## src/rtl/datamover_engine_if.sv

```systemverilog
// HWPE-Stream style valid/ready link carrying a data word and byte strobes.
interface hwpe_stream_intf_stream #(
    parameter int unsigned DATA_WIDTH = 32
);
    logic                    valid;
    logic                    ready;
    logic [DATA_WIDTH-1:0]   data;
    logic [DATA_WIDTH/8-1:0] strb;

    modport master (output valid, output data, output strb, input ready);
    modport slave  (input valid, input data, input strb, output ready);
endinterface

```

## src/rtl/datamover_engine.sv

```systemverilog
// Datamover stage: buffers a length-counted load stream in a small register FIFO and replays it on the store side.
// Optional running XOR of emitted beats on checksum_o when DATAMOVER_ENGINE_CHECKSUM_EN is defined.
module datamover_engine #(
    parameter int unsigned BW         = 32,
    parameter int unsigned FIFO_DEPTH = 2,
    parameter int unsigned CNT_W      = 16
) (
    input  logic                    clk_i,
    input  logic                    rst_ni,
    input  logic                    test_mode_i,
    input  logic                    enable_i,
    input  logic                    clear_i,
    hwpe_stream_intf_stream.slave   data_in,
    hwpe_stream_intf_stream.master  data_out,
    input  logic                    start_i,
    input  logic [CNT_W-1:0]        len_i,
    output logic                    busy_o,
    output logic                    done_o,
    output logic [CNT_W-1:0]        beat_cnt_o,
    output logic [BW-1:0]           checksum_o
);
    localparam int unsigned SW = BW / 8;
    localparam int unsigned PW = (FIFO_DEPTH > 1) ? $clog2(FIFO_DEPTH) : 1;
    localparam int unsigned OW = $clog2(FIFO_DEPTH + 1);

    localparam logic [1:0] IDLE  = 2'd0;
    localparam logic [1:0] RUN   = 2'd1;
    localparam logic [1:0] DRAIN = 2'd2;
    localparam logic [1:0] DONE  = 2'd3;

    logic [1:0]       state_q, state_d;
    logic [CNT_W-1:0] len_q, len_d;
    logic [CNT_W-1:0] in_cnt_q, in_cnt_d;
    logic [CNT_W-1:0] out_cnt_q, out_cnt_d;
    logic [PW-1:0]    wr_ptr_q, wr_ptr_d;
    logic [PW-1:0]    rd_ptr_q, rd_ptr_d;
    logic [OW-1:0]    occ_q, occ_d;
    logic [BW-1:0]    mem_data_q [FIFO_DEPTH];
    logic [BW-1:0]    mem_data_d [FIFO_DEPTH];
    logic [SW-1:0]    mem_strb_q [FIFO_DEPTH];
    logic [SW-1:0]    mem_strb_d [FIFO_DEPTH];

    logic full, empty, in_ready, push, pop, start_ok;
    logic unused_test_mode;

    assign unused_test_mode = test_mode_i;

    function automatic logic [PW-1:0] ptr_inc(input logic [PW-1:0] p);
        return (p == PW'(FIFO_DEPTH - 1)) ? '0 : p + PW'(1);
    endfunction

    assign full     = (occ_q == OW'(FIFO_DEPTH));
    assign empty    = (occ_q == '0);
    assign in_ready = (state_q == RUN) && enable_i && !full && (in_cnt_q < len_q);
    assign push     = data_in.valid && in_ready;
    assign pop      = !empty && data_out.ready;
    assign start_ok = (state_q == IDLE) && start_i;

    assign data_in.ready  = in_ready;
    assign data_out.valid = !empty;
    assign data_out.data  = mem_data_q[rd_ptr_q];
    assign data_out.strb  = mem_strb_q[rd_ptr_q];

    assign busy_o     = (state_q != IDLE);
    assign done_o     = (state_q == DONE);
    assign beat_cnt_o = out_cnt_q;

    always_comb begin
        state_d    = state_q;
        len_d      = len_q;
        in_cnt_d   = in_cnt_q;
        out_cnt_d  = out_cnt_q;
        wr_ptr_d   = wr_ptr_q;
        rd_ptr_d   = rd_ptr_q;
        occ_d      = occ_q;
        mem_data_d = mem_data_q;
        mem_strb_d = mem_strb_q;

        if (push) begin
            mem_data_d[wr_ptr_q] = data_in.data;
            mem_strb_d[wr_ptr_q] = data_in.strb;
            wr_ptr_d             = ptr_inc(wr_ptr_q);
            in_cnt_d             = in_cnt_q + CNT_W'(1);
        end
        if (pop) begin
            rd_ptr_d  = ptr_inc(rd_ptr_q);
            out_cnt_d = out_cnt_q + CNT_W'(1);
        end
        case ({push, pop})
            2'b10:   occ_d = occ_q + OW'(1);
            2'b01:   occ_d = occ_q - OW'(1);
            default: occ_d = occ_q;
        endcase

        case (state_q)
            IDLE: begin
                if (start_i) begin
                    len_d     = len_i;
                    in_cnt_d  = '0;
                    out_cnt_d = '0;
                    state_d   = (len_i != '0) ? RUN : DONE;
                end
            end
            RUN: begin
                if (push && (in_cnt_q + CNT_W'(1) == len_q)) state_d = DRAIN;
            end
            DRAIN: begin
                if (empty && (out_cnt_q == len_q)) state_d = DONE;
            end
            default: state_d = IDLE;
        endcase

        // Clear overrides everything, including a start in the same cycle.
        if (clear_i) begin
            state_d   = IDLE;
            len_d     = '0;
            in_cnt_d  = '0;
            out_cnt_d = '0;
            wr_ptr_d  = '0;
            rd_ptr_d  = '0;
            occ_d     = '0;
        end
    end

    always_ff @(posedge clk_i or negedge rst_ni) begin
        if (!rst_ni) begin
            state_q   <= IDLE;
            len_q     <= '0;
            in_cnt_q  <= '0;
            out_cnt_q <= '0;
            wr_ptr_q  <= '0;
            rd_ptr_q  <= '0;
            occ_q     <= '0;
            for (int unsigned i = 0; i < FIFO_DEPTH; i++) begin
                mem_data_q[i] <= '0;
                mem_strb_q[i] <= '0;
            end
        end else begin
            state_q    <= state_d;
            len_q      <= len_d;
            in_cnt_q   <= in_cnt_d;
            out_cnt_q  <= out_cnt_d;
            wr_ptr_q   <= wr_ptr_d;
            rd_ptr_q   <= rd_ptr_d;
            occ_q      <= occ_d;
            mem_data_q <= mem_data_d;
            mem_strb_q <= mem_strb_d;
        end
    end

`ifdef DATAMOVER_ENGINE_CHECKSUM_EN
    logic [BW-1:0] checksum_q, checksum_d;

    always_comb begin
        checksum_d = checksum_q;
        if (start_ok) checksum_d = '0;
        if (pop)      checksum_d = checksum_d ^ data_out.data;
        if (clear_i)  checksum_d = '0;
    end

    always_ff @(posedge clk_i or negedge rst_ni) begin
        if (!rst_ni) checksum_q <= '0;
        else         checksum_q <= checksum_d;
    end

    assign checksum_o = checksum_q;
`else
    logic unused_start_ok;
    assign unused_start_ok = start_ok;
    assign checksum_o      = '0;
`endif
endmodule
```

## src/flat_wrapper.sv

```systemverilog
// flat-port wrapper written by rule: the top's interface ports become plain ports
module datamover_engine_flat 
#(
    parameter int unsigned BW         = 32,
    parameter int unsigned FIFO_DEPTH = 2,
    parameter int unsigned CNT_W      = 16
)
  (clk_i, rst_ni, test_mode_i, enable_i, clear_i, start_i, len_i, busy_o, done_o, beat_cnt_o, checksum_o, data_in_valid, data_in_data, data_in_strb, data_in_ready, data_out_valid, data_out_data, data_out_strb, data_out_ready);
  hwpe_stream_intf_stream data_in_i ();
  hwpe_stream_intf_stream data_out_i ();
  input  logic clk_i;
  input  logic rst_ni;
  input  logic test_mode_i;
  input  logic enable_i;
  input  logic clear_i;
  input  logic start_i;
  input  logic [CNT_W-1:0] len_i;
  output logic busy_o;
  output logic done_o;
  output logic [CNT_W-1:0] beat_cnt_o;
  output logic [BW-1:0] checksum_o;
  input wire logic [$bits(data_in_i.valid)-1:0] data_in_valid;
  input wire logic [$bits(data_in_i.data)-1:0] data_in_data;
  input wire logic [$bits(data_in_i.strb)-1:0] data_in_strb;
  output wire logic [$bits(data_in_i.ready)-1:0] data_in_ready;
  output wire logic [$bits(data_out_i.valid)-1:0] data_out_valid;
  output wire logic [$bits(data_out_i.data)-1:0] data_out_data;
  output wire logic [$bits(data_out_i.strb)-1:0] data_out_strb;
  input wire logic [$bits(data_out_i.ready)-1:0] data_out_ready;
  assign data_in_i.valid = data_in_valid;
  assign data_in_i.data = data_in_data;
  assign data_in_i.strb = data_in_strb;
  assign data_in_ready = data_in_i.ready;
  assign data_out_valid = data_out_i.valid;
  assign data_out_data = data_out_i.data;
  assign data_out_strb = data_out_i.strb;
  assign data_out_i.ready = data_out_ready;
  datamover_engine #(.BW(BW), .FIFO_DEPTH(FIFO_DEPTH), .CNT_W(CNT_W)) u_core (.clk_i(clk_i), .rst_ni(rst_ni), .test_mode_i(test_mode_i), .enable_i(enable_i), .clear_i(clear_i), .data_in(data_in_i), .data_out(data_out_i), .start_i(start_i), .len_i(len_i), .busy_o(busy_o), .done_o(done_o), .beat_cnt_o(beat_cnt_o), .checksum_o(checksum_o));
endmodule
```

## config.mk

```make
export PLATFORM = sky130hd
export DESIGN_NAME = datamover_engine_flat
export DESIGN_NICKNAME = d
export VERILOG_FILES = /design/src/rtl/datamover_engine_if.sv /design/src/rtl/datamover_engine.sv /design/src/flat_wrapper.sv
export SDC_FILE = /design/constraint.sdc
export NUM_CORES = 1
export LEC_CHECK = 0
export BUFFER_PORTS_ARGS = -buffer_cell sky130_fd_sc_hd__buf_2
export CORE_ASPECT_RATIO = 0.9
export CORE_MARGIN = 2
export CORE_UTILIZATION = 41
export DETAILED_ROUTE_END_ITERATION = 10
export PLACE_DENSITY = 0.65
export SYNTH_ARGS = -nofsm -noshare
export SYNTH_HDL_FRONTEND = slang
export SYNTH_SLANG_ARGS = --single-unit
```

## constraint.sdc

```tcl
create_clock -name clk_i -period 3.8 [get_ports clk_i]
set_input_delay 0.57 -clock clk_i [delete_from_list [all_inputs] [get_ports clk_i]]
set_output_delay 0.57 -clock clk_i [all_outputs]
set_load 0.02 [all_outputs]
```

==> results.yml <==
setup_path:
  r2r_cells: 10
  path_cells: "inv_1, ha_1, nor2b_1, o211ai_1, a211oi_1, o31a_2, or3b_1, nor2_4, buf_12, mux2_2"
  start_kind: "flop"
  worst-setup-path-type: "reg -> reg"
  worstReg2RegEnd: "u_core.mem_data_q[38]$_DFFE_PN0P_"
  r2r_slack_ps: 860
  end_kind: "flop"
  r2r-start: "u_core.len_q[1]$_DFFE_PN0P_"
  crit_slowest_cell: "or3b_1"
  path_delay_family: "simple AND/OR/NAND/NOR gates"
  crit_path_max_fanout: 32
  slowest_delay_ps: 440
  cp.required_ps: 4100
  critPathBufInv: 2
  critical_path_arrival_ps: 3240
finish:
  drive_above_1_share: 0.362
  final_cell_area_um2: 8250
  final_cell_mix: "dfrtp_1, buf_2, mux2_2"
  final_common_cell: "dfrtp_1"
  nFillCells: 1550
  finalNetCount: 842
  area_growth_pct: 18.6
timing:
  finalCritPeriodShare: 0.774
  setup_viol: 0
  clock_skew_ps: 15.9
  min_period_ps: 2940
  worstMarginPinSlew_ps: 693
  finalSetupTns_ps: 0
  final-hold-violation-count: 0
  maxSlewViolCount: 0
  rsz0062_at_grt: "no"
  setup_ws_ps: 860
  fmax_ghz: 0.340
  slew_headroom: 0.538
place:
  hpwl_mm: 11.2
  io_buffers: 114
  pre_cts_ws_ps: 849
  placed_cell_area_um2: 7660
  gp_congestion: 0.826
cts:
  cts_buffers: 17
  clock_path_buffers: 2
  root_buffer: "clkbuf_16"
  clk_pin_slew_worst_paths_ps: 60
  post_cts_resized: 0
  cts_tree: "built"
  hold_buffers: 0
  cts_max_level: 4
  clock_latency_ps: 420
  cts_sinks: 126
  cts_setup_buffers: 0
synthesis:
  async_flop_share: 1.00
  yosys.cell_types.count: 54
  yosys_warnings: 0
  synthCells: 644
  avgSynthCellArea_um2: 10.8
  ys_ff_latch: 126
  netlist_area_um2: 6960
  synthTopCellsByArea: "dfrtp_1, mux2_2, xnor2_1, ha_1, buf_4"
  synth-edff-count: 0
  yosysSeqAreaShare: 0.453
  synth_top_cell_area_share: 0.453
  synthFlopType: "dfrtp_1"
  synth.largest_area_cell: "dfrtp_1"
routing:
  drc: 0
  wl_mm: 15.9
  vias_per_cell: 5.07
  drt-initial-drc-count: 218
  wl_per_cell_um: 16.1
  via_count: 4998
  drt_pre_antenna_iters: 4
  detail-route-antenna-nets: 0
die:
  die_h_um: 128
  pin_count: 148
  initial_utilization: 0.416
  die_width_um: 141
  floorplan.die_area_um2: 18000
  core_area_um2: 16700
  rows: 45
min_path:
  hold_class: "in -> async"
power_and_ir_drop:
  pwr-share-seq: 0.361
  power_frac_comb: 0.331
  power_leakage_nw: 3.90
  power_switching_w: 0.00181
  pwr-share-clk: 0.308
  power_density_nw_per_um2: 640
  p_int_w: 0.00348
  ir_worst_vdd_mv: 0.589
  swShare: 0.342
global_routing:
  grt_overflow: 0
  first_global_vias: 4940
  globalRouteTotalUtil: 0.184
  grt_max_degree: 54
  antenna_found_initial: 1
  grt_pass1_wl_mm: 26.0
run:
  maxCapViolCount: 0
status:
  status: "finished clean"
==> area by class of cell <==
cell class | count | area, um^2 | share of cell area
multi-input combinational | 468 | 3490 | 0.423
sequential | 126 | 3150 | 0.382
timing repair buffer | 123 | 666 | 0.0807
clock buffer | 18 | 429 | 0.0520
tap | 211 | 264 | 0.0320
clock inverter | 14 | 158 | 0.0191
inverter | 24 | 90.1 | 0.0109
antenna | 1 | 2.50 | 0.000303
==> per-stage QoR <==
stage / utilization / power, W / instances / hold WS, ps
6_report: 0.493 / 0.00528 / 985 / 199
5_1_grt: 0.493 / 0.00560 / 984 / 237
4_1_cts: 0.493 / 0.00534 / 984 / 216
3_5_place_dp: 0.458 / 0.00369 / 952 / 488
3_3_place_gp: 0.458 / 0.00365 / 952 / 482
2_1_floorplan: - / 0.00317 / 675 / 274
==> power groups by stage <==
stage          Sequential (W)  Combinational, W  Clock (W)
6_report              0.00191           0.00175    0.00163
5_1_grt               0.00196           0.00191    0.00173
4_1_cts               0.00191           0.00177    0.00166
3_5_place_dp          0.00193           0.00176          0
3_3_place_gp          0.00191           0.00174          0
2_1_floorplan         0.00185           0.00132          0
==> sequential cells by signal (all words and copies together) (netlist names), 2 cells and up <==
| signal | cells |
|---|---|
| u_core.mem_strb_q | 8 |
| u_core.occ_q | 2 |
| u_core.beat_cnt_o | 16 |
| u_core.len_q | 16 |
| u_core.in_cnt_q | 16 |
| u_core.state_q | 2 |
| u_core.mem_data_q | 64 |
==> Yosys cell counts, types with 3 or more instances <==
library cell / count
nand2_1: 55
nor4_1: 11
nand3_1: 14
inv_1: 24
nor3_1: 13
and2_1: 4
buf_1: 3
o21ai_0: 12
buf_2: 5
nor2_1: 39
nand4_1: 6
buf_4: 32
dfrtp_1: 126
xnor2_1: 34
ha_1: 22
clkbuf_1: 16
or3_1: 9
xor2_1: 27
a21oi_1: 32
and3_1: 5
nor2b_1: 3
mux2i_1: 6
mux2_2: 108
==> worst max-delay path by stage <==
stage,end,start,slack (ps),depth (start not counted)
2_1_floorplan,u_core.mem_data_q[37]$_DFFE_PN0P_,u_core.len_q[1]$_DFFE_PN0P_,1020,10
3_3_place_gp,u_core.mem_data_q[40]$_DFFE_PN0P_,u_core.len_q[1]$_DFFE_PN0P_,890,10
3_5_place_dp,u_core.mem_data_q[38]$_DFFE_PN0P_,u_core.len_q[1]$_DFFE_PN0P_,850,10
4_1_cts,u_core.mem_data_q[38]$_DFFE_PN0P_,u_core.len_q[1]$_DFFE_PN0P_,830,10
5_1_grt,u_core.mem_data_q[38]$_DFFE_PN0P_,u_core.len_q[5]$_DFFE_PN0P_,710,10
6_report,u_core.mem_data_q[38]$_DFFE_PN0P_,u_core.len_q[1]$_DFFE_PN0P_,860,10
==> routing by layer <==
metal  part of all wire  routed length [um]  vias to the layer above  track usage
met5                  0                   0                        -            0
met3              0.090                1430                       11       0.0697
met4             0.0066                 105                        0       0.0488
met1               0.45                7140                     2422        0.246
li1                   -                   -                     2400            -
met2               0.45                7220                      165        0.283
==> worst register-to-register path, cell delays in order, from the launching register on <==
cell and delay (ps):
dfrtp_1 430, inv_1 70, ha_1 260, nor2b_1 120, o211ai_1 160, a211oi_1 120
o31a_2 380, or3b_1 440, nor2_4 210, buf_12 240, mux2_2 390
==> kinds of logic after synthesis <==
family | synth area share
simple gates | 0.126
flops | 0.453
mux | 0.186
buf+inv | 0.0630
compound gates | 0.0529
xor+xnor | 0.0792
fa+ha+maj | 0.0396
other cells | 0.000539
No activity file was read; power rests on OpenSTA's default activity.
